<file path="config.mk">
export PLATFORM = sky130hd
export DESIGN_NAME = maze_player_tracker_flat
export DESIGN_NICKNAME = d
export VERILOG_FILES = /design/src/rtl/maze_pkg.sv /design/src/rtl/maze_player_tracker_if.sv /design/src/rtl/maze_cell_hit.sv /design/src/rtl/maze_player_tracker.sv /design/src/flat_wrapper.sv
export SDC_FILE = /design/constraint.sdc
export NUM_CORES = 1
export LEC_CHECK = 0
export CAP_MARGIN = 5
export CELL_PAD_IN_SITES_DETAIL_PLACEMENT = 1
export CELL_PAD_IN_SITES_GLOBAL_PLACEMENT = 1
export CORE_MARGIN = 3
export CORE_UTILIZATION = 32
export DETAILED_ROUTE_END_ITERATION = 16
export PLACE_DENSITY = 0.82
export SLEW_MARGIN = 25
export SYNTH_ARGS = -nofsm -noshare
export SYNTH_HDL_FRONTEND = slang
export SYNTH_SLANG_ARGS = --single-unit
</file>
<file path="constraint.sdc">
create_clock -name CLK -period 8 [get_ports CLK]
set_clock_uncertainty 0.2 [all_clocks]
set_input_delay 1.2 -clock CLK [delete_from_list [all_inputs] [get_ports CLK]]
set_output_delay 1.2 -clock CLK [all_outputs]
set_load 0.01 [all_outputs]
</file>
<file path="src/rtl/maze_pkg.sv">
// Shared grid geometry, checkpoint order and state type for the maze blocks.
// Used by maze_player_tracker and maze_cell_hit (and reusable by the renderer).
package maze_pkg;

  localparam int GRID_COLS = 18;
  localparam int GRID_ROWS = 11;
  localparam int CELL_PX   = 5;
  localparam int GRID_Y0   = 9;
  localparam int N_CP      = 5;

  localparam logic [7:0] CP0 = 8'd31;
  localparam logic [7:0] CP1 = 8'd37;
  localparam logic [7:0] CP2 = 8'd113;
  localparam logic [7:0] CP3 = 8'd139;
  localparam logic [7:0] CP4 = 8'd178;

  localparam logic [7:0] COUNTER_HIT = 8'd255;

  typedef enum logic [1:0] {
    PLAY,
    HIT,
    WIN
  } state_e;

  // Cell of the idx-th checkpoint; out-of-range idx never matches a cell.
  function automatic logic [7:0] cp_cell(input logic [2:0] idx);
    case (idx)
      3'd0:    return CP0;
      3'd1:    return CP1;
      3'd2:    return CP2;
      3'd3:    return CP3;
      3'd4:    return CP4;
      default: return 8'hFF;
    endcase
  endfunction

endpackage

</file>
<file path="src/rtl/maze_player_tracker_if.sv">
// Bundle of game inputs, pixel coordinates and tracker outputs.
// master drives buttons/tick/pixel/maze; slave is the tracker.
interface maze_player_tracker_if;

  logic         move_tick;
  logic         btn_up;
  logic         btn_down;
  logic         btn_left;
  logic         btn_right;
  logic [6:0]   x;
  logic [5:0]   y;
  logic [197:0] mazestate;
  logic [7:0]   counter;
  logic [15:0]  redsquare;
  logic [7:0]   player_cell;
  logic         win;

  modport master (
    output move_tick, btn_up, btn_down, btn_left, btn_right,
    output x, y, mazestate,
    input  counter, redsquare, player_cell, win
  );

  modport slave (
    input  move_tick, btn_up, btn_down, btn_left, btn_right,
    input  x, y, mazestate,
    output counter, redsquare, player_cell, win
  );

endinterface

</file>
<file path="src/rtl/maze_cell_hit.sv">
// Flags whether pixel (x_i,y_i) lies inside the grid cell at (row_i,col_i).
// Ports: x_i/y_i pixel, row_i/col_i cell, hit_o inside-cell flag.
module maze_cell_hit
  import maze_pkg::*;
(
  input  logic [6:0] x_i,
  input  logic [5:0] y_i,
  input  logic [3:0] row_i,
  input  logic [4:0] col_i,
  output logic       hit_o
);

  localparam logic [7:0] PX  = 8'(CELL_PX);
  localparam logic [7:0] Y0  = 8'(GRID_Y0);
  localparam logic [7:0] SPN = 8'(CELL_PX - 1);

  logic [7:0] x0;
  logic [7:0] y0;
  logic [7:0] xw;
  logic [7:0] yw;

  always_comb begin
    x0 = 8'(col_i) * PX;
    y0 = Y0 + 8'(row_i) * PX;
    xw = {1'b0, x_i};
    yw = {2'b0, y_i};
    hit_o = (xw >= x0) && (xw <= x0 + SPN)
         && (yw >= y0) && (yw <= y0 + SPN);
  end

endmodule

</file>
<file path="src/rtl/maze_player_tracker.sv">
// Player position, wall-hit and checkpoint tracker feeding the renderer.
// Ports: CLK, RESET (sync, active-high), bus (slave). Macro: MAZE_PLAYER_BLINK_EN.
module maze_player_tracker
  import maze_pkg::*;
#(
  parameter int unsigned  START_CELL    = 19,
  parameter int unsigned  HIT_TICKS     = 32,
  parameter logic [15:0]  PLAYER_COLOUR = 16'hF800
) (
  input  logic                 CLK,
  input  logic                 RESET,
  maze_player_tracker_if.slave bus
);

  localparam int TW = (HIT_TICKS > 8) ? $clog2(HIT_TICKS) : 3;
  localparam logic [TW-1:0] TMR_LAST = TW'(HIT_TICKS - 1);
  localparam logic [3:0] START_ROW = 4'(START_CELL / GRID_COLS);
  localparam logic [4:0] START_COL = 5'(START_CELL % GRID_COLS);
  localparam logic [3:0] ROW_MAX = 4'(GRID_ROWS - 1);
  localparam logic [4:0] COL_MAX = 5'(GRID_COLS - 1);
  localparam logic [7:0] COLS8 = 8'(GRID_COLS);

  state_e        state_q, state_d;
  logic [3:0]    row_q, row_d;
  logic [4:0]    col_q, col_d;
  logic [2:0]    cp_q, cp_d;
  logic [7:0]    cnt_q, cnt_d;
  logic          win_q, win_d;
  logic [TW-1:0] tmr_q, tmr_d;
  logic [15:0]   red_q, red_d;

  logic [3:0] btn;
  logic       one_hot;
  logic       in_grid;
  logic [3:0] trow;
  logic [4:0] tcol;
  logic [7:0] tidx;
  logic       in_cell;
  logic       show;

  maze_cell_hit u_hit (
    .x_i   (bus.x),
    .y_i   (bus.y),
    .row_i (row_q),
    .col_i (col_q),
    .hit_o (in_cell)
  );

  always_comb begin
    state_d = state_q;
    row_d   = row_q;
    col_d   = col_q;
    cp_d    = cp_q;
    cnt_d   = cnt_q;
    win_d   = win_q;
    tmr_d   = tmr_q;
    in_grid = 1'b0;
    trow    = row_q;
    tcol    = col_q;

    btn = {bus.btn_up, bus.btn_down, bus.btn_left, bus.btn_right};
    one_hot = (btn != 4'd0) && ((btn & (btn - 4'd1)) == 4'd0);

    if (one_hot) begin
      unique case (1'b1)
        btn[3]: begin
          in_grid = row_q != 4'd0;
          trow    = row_q - 4'd1;
        end
        btn[2]: begin
          in_grid = row_q != ROW_MAX;
          trow    = row_q + 4'd1;
        end
        btn[1]: begin
          in_grid = col_q != 5'd0;
          tcol    = col_q - 5'd1;
        end
        btn[0]: begin
          in_grid = col_q != COL_MAX;
          tcol    = col_q + 5'd1;
        end
      endcase
    end
    tidx = 8'(tcol) + 8'(trow) * COLS8;

    unique case (state_q)
      PLAY: begin
        if (bus.move_tick && one_hot && in_grid) begin
          if (!bus.mazestate[tidx]) begin
            state_d = HIT;
            cnt_d   = COUNTER_HIT;
            tmr_d   = '0;
          end else begin
            row_d = trow;
            col_d = tcol;
            if (tidx == cp_cell(cp_q)) begin
              cp_d  = cp_q + 3'd1;
              cnt_d = cnt_q + 8'd1;
              if (cp_q == 3'(N_CP - 1)) begin
                state_d = WIN;
                win_d   = 1'b1;
              end
            end
          end
        end
      end
      HIT: begin
        if (bus.move_tick) begin
          if (tmr_q == TMR_LAST) begin
            state_d = PLAY;
            row_d   = START_ROW;
            col_d   = START_COL;
            cnt_d   = 8'd0;
            cp_d    = 3'd0;
          end else begin
            tmr_d = tmr_q + 1'b1;
          end
        end
      end
      WIN: ;
      default: state_d = PLAY;
    endcase

`ifdef MAZE_PLAYER_BLINK_EN
    // Visible for 4 ticks, hidden for 4, while the hit timer runs.
    show = (state_q != HIT) || !tmr_q[2];
`else
    show = state_q != HIT;
`endif
    red_d = (in_cell && show) ? PLAYER_COLOUR : 16'hFFFF;
  end

  always_ff @(posedge CLK) begin
    if (RESET) begin
      state_q <= PLAY;
      row_q   <= START_ROW;
      col_q   <= START_COL;
      cp_q    <= 3'd0;
      cnt_q   <= 8'd0;
      win_q   <= 1'b0;
      tmr_q   <= '0;
      red_q   <= 16'hFFFF;
    end else begin
      state_q <= state_d;
      row_q   <= row_d;
      col_q   <= col_d;
      cp_q    <= cp_d;
      cnt_q   <= cnt_d;
      win_q   <= win_d;
      tmr_q   <= tmr_d;
      red_q   <= red_d;
    end
  end

  assign bus.counter     = cnt_q;
  assign bus.win         = win_q;
  assign bus.redsquare   = red_q;
  assign bus.player_cell = 8'(col_q) + 8'(row_q) * COLS8;

endmodule

</file>
<file path="src/flat_wrapper.sv">
// flat-port wrapper written by rule: the top's interface ports become plain ports
module maze_player_tracker_flat import maze_pkg::*;
#(
  parameter int unsigned  START_CELL    = 19,
  parameter int unsigned  HIT_TICKS     = 32,
  parameter logic [15:0]  PLAYER_COLOUR = 16'hF800
)
  (CLK, RESET, bus_move_tick, bus_btn_up, bus_btn_down, bus_btn_left, bus_btn_right, bus_x, bus_y, bus_mazestate, bus_counter, bus_redsquare, bus_player_cell, bus_win);
  maze_player_tracker_if bus_i ();
  input  logic CLK;
  input  logic RESET;
  input wire logic [$bits(bus_i.move_tick)-1:0] bus_move_tick;
  input wire logic [$bits(bus_i.btn_up)-1:0] bus_btn_up;
  input wire logic [$bits(bus_i.btn_down)-1:0] bus_btn_down;
  input wire logic [$bits(bus_i.btn_left)-1:0] bus_btn_left;
  input wire logic [$bits(bus_i.btn_right)-1:0] bus_btn_right;
  input wire logic [$bits(bus_i.x)-1:0] bus_x;
  input wire logic [$bits(bus_i.y)-1:0] bus_y;
  input wire logic [$bits(bus_i.mazestate)-1:0] bus_mazestate;
  output wire logic [$bits(bus_i.counter)-1:0] bus_counter;
  output wire logic [$bits(bus_i.redsquare)-1:0] bus_redsquare;
  output wire logic [$bits(bus_i.player_cell)-1:0] bus_player_cell;
  output wire logic [$bits(bus_i.win)-1:0] bus_win;
  assign bus_i.move_tick = bus_move_tick;
  assign bus_i.btn_up = bus_btn_up;
  assign bus_i.btn_down = bus_btn_down;
  assign bus_i.btn_left = bus_btn_left;
  assign bus_i.btn_right = bus_btn_right;
  assign bus_i.x = bus_x;
  assign bus_i.y = bus_y;
  assign bus_i.mazestate = bus_mazestate;
  assign bus_counter = bus_i.counter;
  assign bus_redsquare = bus_i.redsquare;
  assign bus_player_cell = bus_i.player_cell;
  assign bus_win = bus_i.win;
  maze_player_tracker #(.START_CELL(START_CELL), .HIT_TICKS(HIT_TICKS), .PLAYER_COLOUR(PLAYER_COLOUR)) u_core (.CLK(CLK), .RESET(RESET), .bus(bus_i));
endmodule
</file>
==> impl_metrics.csv, run 1 <==
group,metric,value,unit
timing,min_period,7050,ps
yosys,yosysWarnings,0,
timing,finalHoldViolCount,0,
timing,setup_viol,0,
timing,rsz0062_at_grt,"false",
setup_path,slowest_delay,770,ps
finish,area_growth,40.4,%
setup_path,cp_top_family,"compound AO/OA/AOI/OAI gates",
grt,antenna_found_initial,0,
pwr,power.leakage,0.00354,uW
yosys,synthXorXnorAreaFrac,6.81,%
clock_tree,htree_levels,2,
clock_tree,cts_setup_buffers,0,
grt,gr-total-overflow,0,
timing,worst_pin_slew,939,ps
yosys,synth-simple-area-share,21.5,%
finish,nFillCells,2383,
grt,grt_pass1_wl,41.3,mm
setup_path,endpoint_kind,"flop",
setup_path,crit_fanout,46,
setup_path,path_cells,"clkdlybuf4s50_1, inv_1, ha_1, xnor2_1, nand3_1, a211oi_4, nor2_1, ha_2, buf_4, mux4_2, a21oi_1, nor3_1, or4_1, a32oi_1, a41oi_2, o21ai_2, buf_4, a21o_1, o21ba_1",
drt,drt-initial-drc-count,363,
yosys,synth_top_family_by_area,"compound AO/OA/AOI/OAI gates",
clock_tree,worst_skew_pair.late_latency,280,ps
drt,viasPerCell,5.63,
pwr,intPower,898,uW
finish,diodes,0,
drt,dr_wl_met2,13.1,mm
timing,fmax,0.142,GHz
floorplanning,coreArea,19800,um^2
clock_tree,cts_tree,"yes",
clock_tree,holdBufCountCts,0,
timing,drv_slew,0,
flow_run,maxCapViolations,0,
drt,wire_per_inst,20.3,um
pwr,powerDensity,195,nW/um^2
placement,dp_slack,671,ps
drt,first_pass_iters,5,
drt,wl,26.4,mm
timing,worst_slack,946,ps
floorplanning,die_h,149,um
pwr,power_frac_comb,77.9,%
drt,ant_nets,0,
floorplanning,start_util,33.1,%
floorplanning,die_area,22200,um^2
yosys,ys.flop_type,"dfxtp_1",
floorplanning,ioPinCount,251,
pwr,swShare,49.8,%
pwr,p_seq_share,12.1,%
placement,place_congestion,0.859,
clock_tree,cts_sinks,29,
clock_tree,cts_buffers,5,
setup_path,arrival,7020,ps
finish,multiInputGateArea,5400,um^2
setup_path,worstSetupPathType,"primary input to flop",
finish,drive_gt1_share,8.00,%
yosys,synth_compound_area_share,24.4,%
pwr,peakVddDrop,0.108,mV
setup_path,crit_buf_inv,4,
yosys,synth.area.top_cells,"ha_1 (12%), mux4_2 (11%), dfxtp_1 (8.9%)",
setup_path,startpoint_type,"primary input",
timing,setup_tns,0,ps
floorplanning,rows,51,
yosys,synth_adder_area_share,13.8,%
setup_path,cp_common_cell,"buf_4",
yosys,synthCells,838,
pwr,clkPwrFrac,10.1,%
placement,numPortBuffers,245,
placement,place_hpwl,21.3,mm
grt,grt_start_max_net_pins,47,
outcome,status,"completed",
yosys,synth-edff-count,0,
clock_tree,ctsResizeCount,0,
clock_tree,clkTransAtPathRegs,50,ps
drt,wl_met3,1.80,mm
yosys,synth_common_cells,"nand2_1 (87), ha_1 (64), inv_1 (53), a21oi_1 (44), nor2_1 (41)",
drt,vias,7339,
setup_path,critPathRequiredTime,7970,ps
drt,drcViolationCount,0,
yosys,syn_area,6540,um^2
timing,timing.final.crit_share,88.2,%
yosys,synthArstFlopShare,0,%
finish,design_area,9180,um^2
clock_tree,root_buffer,"clkbuf_16",
grt,grt.total_usage,22.8,%
yosys,avgSynthCellArea,7.81,um^2
hold_path,hp-class,"flop to flop",
placement,dpl_cell_area,9050,um^2
setup_path,r2r_slack,1730,ps
drt,drt-met1-wl,10.9,mm
yosys,synth_most_common_cell,"nand2_1",
yosys,synth_cell_types,82,
drt,topRoutingLayerUsed,"met4",
timing,slew_headroom,37.1,%
grt,first_global_vias,7740,
yosys,yosys-mux-area-fraction,15.7,%
finish,fin_nets,1324,
yosys,yosys_register_bits,29,
setup_path,crit_path_top_delay_cell,"clkdlybuf4s50_1",
floorplanning,fp.dieW,149,um
clock_tree,clk_path_buf_depth,2,
finish,ff_latch_area,581,um^2
pwr,p_sw,891,uW
yosys,synth_top_area_cell,"ha_1",
yosys,synthDominantCellAreaShare,12.2,%
yosys,ys_seq_area_share,8.88,%
-- state kept, by name, indices dropped and copies added, names as in the netlist --
signal and count:
u_core.bus.counter 8, u_core.bus.redsquare 1, u_core.bus.win 1, u_core.col_q 5
u_core.cp_q 3, u_core.row_q 4, u_core.state_q 2, u_core.tmr_q 5
-- final cells by class --
class,count,area share [%]
Multi-Input combinational cell,691,58.8
Clock inverter,2,0.109
Tap cell,265,3.61
Clock buffer,6,1.40
Timing Repair Buffer,256,27.5
Sequential cell,29,6.32
Inverter,54,2.21
-- stage by stage --
| stage | hold WS [ps] | utilization [%] | total power, uW | std cells |
|---|---|---|---|---|
| global placement | 248 | 45.7 | 1570 | 1295 |
| floorplan | 241 | - | 1170 | 842 |
| detailed placement | 261 | 45.7 | 1600 | 1295 |
| CTS | 268 | 46.5 | 1800 | 1303 |
| finish | 273 | 46.4 | 1790 | 1303 |
| global route | 296 | 46.4 | 1940 | 1303 |
-- worst paths after layout --
check                        from               to  depth (start not counted)
setup / recovery    bus_btn_right  u_core.tmr_q[0]                         19
hold / removal    u_core.tmr_q[4]  u_core.tmr_q[4]                          2
setup reg to reg  u_core.col_q[0]  u_core.tmr_q[0]                         19
hold reg to reg   u_core.tmr_q[4]  u_core.tmr_q[4]                          2
-- placed cells by master, fill, tap and decap left out, types with 5 or more instances in the layout --
cell type / count
and2_1: 9
xnor2_2: 5
nor2_1: 41
dfxtp_1: 29
xnor2_1: 25
nand2b_1: 17
mux4_2: 33
a211oi_1: 24
inv_1: 53
o21ai_0: 26
nor2b_1: 10
a21o_1: 8
a31oi_1: 17
or4_1: 5
o21a_1: 8
nand2_1: 87
clkdlybuf4s50_1: 244
clkbuf_16: 5
ha_1: 63
nand4_1: 7
o21ai_1: 10
a21oi_1: 44
o211ai_1: 8
o31ai_1: 8
mux2i_1: 24
nor3_1: 35
o22ai_1: 19
nor4_1: 8
fa_1: 5
conb_1: 5
xor2_1: 9
and3_1: 17
nand3_1: 31
buf_4: 11
-- worst min-delay path, delay by kind of cell (launching register included) --
| family | cells | cell delay, ps |
|---|---|---|
| compound gates | 1 | 60 |
| simple gates | 1 | 50 |
| flops | 1 | 310 |
-- routing by layer --
layer / GRT usage, % / vias to the layer above
li1: - / 3503
met1: 27.6 / 3548
met2: 41.1 / 244
met3: 4.65 / 44
met4: 6.27 / 0
met5: 0 / -
-- power by group through the flow --
| stage | combinational (uW) | clock, uW | sequential (uW) |
|---|---|---|---|
| global route | 1530 | 189 | 222 |
| global placement | 1360 | 0 | 217 |
| finish | 1390 | 180 | 216 |
| CTS | 1400 | 183 | 217 |
| floorplan | 961 | 0 | 208 |
| detailed placement | 1380 | 0 | 219 |
-- cell families after synthesis --
kind of cell,count (synthesis)
XOR/XNOR,42
buffers and inverters,122
AO/OA/AOI/OAI,228
adder cells (fa/ha/maj),69
AND/OR/NAND/NOR,286
flip-flops,29
multiplexers,61
other,1
Power figures use the tool's default switching activity.
==> inputs of run 2 (changes only) <==
Settings changed: CORE_MARGIN 3 to default.
==> run 2 against run 1 <==
Compared with the run above: hold slack got worse by 1.3 ps; sequential share of layout area about the same; clock-buffer cell count increased by 1; first-iteration DRC count decreased by 7.4%; fmax decreased by 2.3%; critical path depth decreased by 1; setup slack got worse by 170 ps; global-route usage increased by 1.9 points; critical path type unchanged.
==> impl_metrics.csv, run 2 (synthesis gave the netlist of run 1 again) <==
group,metric,value,unit
finish,fin_nets,1322,
setup_path,arrival,7170,ps
timing,worst_pin_slew,953,ps
clock_tree,worst_skew_pair.late_latency,280,ps
floorplanning,fp.dieW,145,um
placement,numPortBuffers,245,
setup_path,worstSetupPathType,"primary input to flop",
setup_path,slowest_delay,770,ps
drt,wire_per_inst,20.1,um
finish,area_growth,40.8,%
drt,first_pass_iters,5,
timing,fmax,0.138,GHz
clock_tree,cts_buffers,5,
clock_tree,clk_path_buf_depth,2,
grt,first_global_vias,7940,
grt,grt_pass1_wl,42.1,mm
drt,wl,26.1,mm
clock_tree,holdBufCountCts,0,
placement,place_congestion,0.888,
placement,dp_slack,536,ps
floorplanning,rows,51,
outcome,status,"completed",
grt,grt.total_usage,24.7,%
setup_path,worstSetupEndpoint,"u_core.bus.counter[2]",
finish,largest_reg_flops,8,
clock_tree,cts_sinks,29,
pwr,powerDensity,197,nW/um^2
finish,multiInputGateArea,5400,um^2
clock_tree,clkTransAtPathRegs,50,ps
timing,timing.final.crit_share,90.3,%
finish,drive_gt1_share,7.72,%
floorplanning,die_area,21000,um^2
floorplanning,ioPinCount,251,
floorplanning,die_h,145,um
setup_path,crit_path_top_delay_cell,"clkdlybuf4s50_1",
clock_tree,root_buffer,"clkbuf_16",
timing,setup_viol,0,
grt,gr-total-overflow,0,
grt,grt_start_max_net_pins,47,
grt,antenna_found_initial,0,
setup_path,startpoint_type,"primary input",
finish,final_cell_mix,"clkdlybuf4s50_1 (245), nand2_1 (87), ha_1 (63)",
timing,worst_slack,777,ps
drt,drcViolationCount,0,
clock_tree,cts_tree,"yes",
setup_path,r2r_cells,18,
setup_path,path_cells,"clkdlybuf4s50_1, inv_1, ha_1, xnor2_1, nand3_1, a211oi_4, nor2_1, ha_2, clkinv_1, nand2_1, a211oi_1, o41a_1, a211oi_1, a2111o_1, a2bb2oi_1, o21a_1, nor2_1, a2111oi_0",
setup_path,endpoint_kind,"flop",
drt,viasPerCell,5.69,
placement,place_hpwl,20.9,mm
timing,min_period,7220,ps
pwr,peakVddDrop,0.110,mV
timing,setup_tns,0,ps
pwr,power.leakage,0.00355,uW
setup_path,critPathRequiredTime,7950,ps
floorplanning,coreArea,19700,um^2
finish,diodes,0,
finish,ff_latch_area,581,um^2
timing,finalHoldViolCount,0,
drt,ant_nets,0,
floorplanning,start_util,33.2,%
finish,final_common_cell,"clkdlybuf4s50_1",
timing,rsz0062_at_grt,"false",
clock_tree,htree_levels,2,
clock_tree,ctsResizeCount,0,
setup_path,timing.rr.end,"u_core.bus.counter[2]",
timing,slew_headroom,36.4,%
timing,drv_slew,0,
drt,vias,7401,
drt,drt-initial-drc-count,336,
setup_path,crit_fanout,14,
setup_path,startpoint,"bus_btn_right",
setup_path,r2r_slack,1560,ps
finish,nFillCells,2418,
flow_run,maxCapViolations,0,
clock_tree,cts_setup_buffers,0,
setup_path,r2r-start,"u_core.col_q[0]",
hold_path,hp-class,"flop to flop",
==> run 2: worst min path at each step <==
stage                    start               to  slack, ps  cells past startpoint
2_1_floorplan  u_core.tmr_q[4]  u_core.tmr_q[4]        240                      2
3_3_place_gp   u_core.tmr_q[4]  u_core.tmr_q[4]        250                      2
3_5_place_dp   u_core.tmr_q[4]  u_core.tmr_q[4]        270                      2
4_1_cts        u_core.tmr_q[4]  u_core.tmr_q[4]        280                      2
5_1_grt        u_core.tmr_q[1]  u_core.tmr_q[1]        300                      2
6_report        u_core.bus.win   u_core.bus.win        270                      2
==> run 2: final cells by class <==
class	instances	share of cell area, %
sequential	29	6.31
clock inverter	1	0.326
inverter	54	2.20
tap	265	3.60
timing repair buffer	254	27.4
clock buffer	7	1.55
multi-input combinational	691	58.6
==> run 2: metal layers <==
metal  track usage [%]  share of wire, %
met5                 0                 0
met4              7.87               2.8
met3              3.68               5.7
met2              45.1                50
met1              29.4                41
==> run 2: stage by stage <==
step,instance area [um^2],cells,utilization (%),hold WS [ps],power [uW]
5_1_grt,9210,1301,46.7,303,1960
3_5_place_dp,9030,1293,45.8,269,1590
3_3_place_gp,9030,1293,45.8,250,1550
6_report,9210,1301,46.7,272,1820
4_1_cts,9210,1301,46.7,279,1820
2_1_floorplan,6560,842,-,241,1170
==> run 2: worst max-delay path, delay by kind of cell <==
family	cells	cell delay [ps]
compound gates	8	2780
xor+xnor	1	190
fa+ha+maj	2	720
simple gates	4	990
buf+inv	3	1280
==> run 2: report_power, final <==
group / leakage [uW] / switching, uW / internal (uW)
Combinational: 0.00323 / 782 / 593
Sequential: 0.000235 / 46.0 / 171
Clock: 0.0000841 / 68.6 / 155
Total: 0.00355 / 897 / 919
==> inputs of run 3 (changes only) <==
Settings changed: GPL_ROUTABILITY_DRIVEN from default to 1, REMOVE_ABC_BUFFERS from default to 1.
==> run 3 against run 2 <==
Compared with the run above: clock-buffer cell count did not move; largest cell class unchanged; highest routed layer is now met5; wire length rose by 4.2%; setup slack better by 18 ps; first-iteration DRC count is 15% higher; clock power increased by 2%.
==> impl_metrics.csv, run 3 (synthesis gave the netlist of run 1 again) <==
group,metric,value,unit
outcome,status,"completed",
finish,diodes,0,
placement,place_hpwl,21.7,mm
clock_tree,ctsResizeCount,0,
hold_path,hold_start,"u_core.tmr_q[4]",
hold_path,min_to,"u_core.tmr_q[4]",
setup_path,timing.rr.end,"u_core.bus.counter[2]",
clock_tree,cts_setup_buffers,0,
clock_tree,htree_levels,2,
drt,drt-initial-drc-count,386,
pwr,powerDensity,200,nW/um^2
grt,first_global_vias,7951,
placement,numPortBuffers,245,
setup_path,worstSetupPathType,"primary input to flop",
finish,drive_gt1_share,8.08,%
floorplanning,die_h,145,um
clock_tree,cts_tree,"yes",
setup_path,r2r_slack,2000,ps
finish,final_cell_mix,"clkdlybuf4s50_1 (245), nand2_1 (87), ha_1 (63)",
pwr,p_seq_share,11.9,%
clock_tree,cts_buffers,5,
setup_path,endpoint_kind,"flop",
drt,viasPerCell,5.70,
floorplanning,coreArea,19700,um^2
timing,slew_headroom,37.7,%
grt,gr-total-overflow,0,
timing,worst_pin_slew,931,ps
flow_run,maxCapViolations,0,
drt,first_pass_iters,5,
drt,ant_nets,0,
clock_tree,root_buffer,"clkbuf_16",
floorplanning,ioPinCount,251,
clock_tree,holdBufCountCts,0,
grt,antenna_found_initial,1,
setup_path,crit_path_top_delay_cell,"clkdlybuf4s50_1",
hold_path,hp-class,"flop to flop",
grt,grt.total_usage,25.6,%
floorplanning,die_area,21000,um^2
setup_path,critPathRequiredTime,7960,ps
setup_path,cp_common_cell,"xnor2_1",
placement,place_congestion,0.912,
timing,setup_tns,0,ps
clock_tree,clkTransAtPathRegs,50,ps
timing,timing.final.crit_share,90.1,%
hold_path,hold_path_depth,2,
finish,largest_reg_flops,8,
floorplanning,start_util,33.2,%
timing,min_period,7210,ps
setup_path,r2r_cells,18,
pwr,p_total,1850,uW
setup_path,slowest_delay,780,ps
clock_tree,clk_path_buf_depth,2,
timing,setup_viol,0,
floorplanning,fp.dieW,145,um
timing,drv_slew,0,
setup_path,crit_fanout,14,
grt,grt_pass1_wl,43.3,mm
pwr,intPower,935,uW
floorplanning,rows,51,
pwr,p_sw,911,uW
drt,wire_per_inst,20.9,um
pwr,power.leakage,0.00357,uW
setup_path,arrival,7170,ps
drt,vias,7436,
drt,drcViolationCount,0,
finish,area_growth,41.2,%
pwr,power_frac_comb,75.7,%
setup_path,r2r-start,"u_core.row_q[1]",
clock_tree,cts_sinks,29,
finish,final_common_cell,"clkdlybuf4s50_1",
timing,finalHoldViolCount,0,
grt,grt_start_max_net_pins,47,
setup_path,startpoint_type,"primary input",
pwr,clkPwrFrac,12.4,%
pwr,peakVddDrop,0.110,mV
timing,fmax,0.139,GHz
drt,wl,27.2,mm
setup_path,path_cells,"clkdlybuf4s50_1, inv_1, ha_1, a21o_1, a21oi_1, xnor2_1, nor2_1, xnor2_1, xnor2_1, ha_1, inv_1, a21oi_1, a221oi_4, xnor2_2, o211ai_1, a221o_1, a41oi_2, o21a_1, nor2_1, a2111oi_0",
timing,rsz0062_at_grt,"false",
pwr,swShare,49.3,%
finish,fin_nets,1326,
finish,nFillCells,2386,
clock_tree,worst_skew_pair.late_latency,290,ps
## run 3: worst max path at each step
stage / start / end / cells past startpoint / slack, ps
after floorplan: u_core.col_q[0] / u_core.row_q[0] / 17 / 1130
after global placement: bus_btn_down / u_core.bus.counter[2] / 20 / 710
after detailed placement: bus_btn_down / u_core.bus.counter[2] / 20 / 490
after CTS: bus_btn_down / u_core.bus.counter[2] / 20 / 750
after global routing: bus_btn_down / u_core.bus.counter[2] / 20 / 370
final: bus_btn_down / u_core.bus.counter[2] / 20 / 790
## run 3: power groups by stage
| stage | clock network (uW) | logic [uW] | registers (uW) |
|---|---|---|---|
| after floorplan | 0 | 877 | 223 |
| after detailed placement | 0 | 1390 | 219 |
| after global placement | 0 | 1350 | 218 |
| after global routing | 237 | 1520 | 223 |
| final | 229 | 1400 | 219 |
| after CTS | 232 | 1400 | 218 |
## run 3: worst max-delay path, delay by kind of cell
| family | cells | cell delay, ps |
|---|---|---|
| AOI/OAI and AO/OA | 9 | 2600 |
| xor gates and xnor gates | 4 | 940 |
| adders and majority gates | 2 | 830 |
| buffers and inverters | 3 | 1130 |
| and+or+nand+nor | 2 | 450 |
## run 3: final cells by class
type	count	area (um^2)	area share (%)
Multi-Input combinational cell	691	5400	58.5
Clock buffer	7	143	1.54
Timing Repair Buffer	258	2550	27.6
Inverter	54	203	2.19
Tap cell	265	332	3.59
Sequential cell	29	581	6.28
Clock inverter	1	30.0	0.325
## run 3: layer usage
layer  up-vias  global-route usage, %  part of all wire, %
li1       3510                      -                    -
met1      3602                   29.8                   40
met2       262                   47.4                   51
met3        60                   3.43                  5.6
met4         2                   9.47                  3.3
met5         -                      0                0.040
## run 3: per-stage QoR
stage / instances / instance area, um^2 / hold WS [ps] / worst slack, ps / util, %
floorplan: 774 / 6180 / 241 / 1130 / -
global placement: 1297 / 9060 / 250 / 712 / 46.0
detailed placement: 1297 / 9060 / 263 / 493 / 46.0
CTS: 1305 / 9240 / 279 / 755 / 46.8
global route: 1305 / 9240 / 297 / 368 / 46.8
finish: 1305 / 9240 / 274 / 795 / 46.8
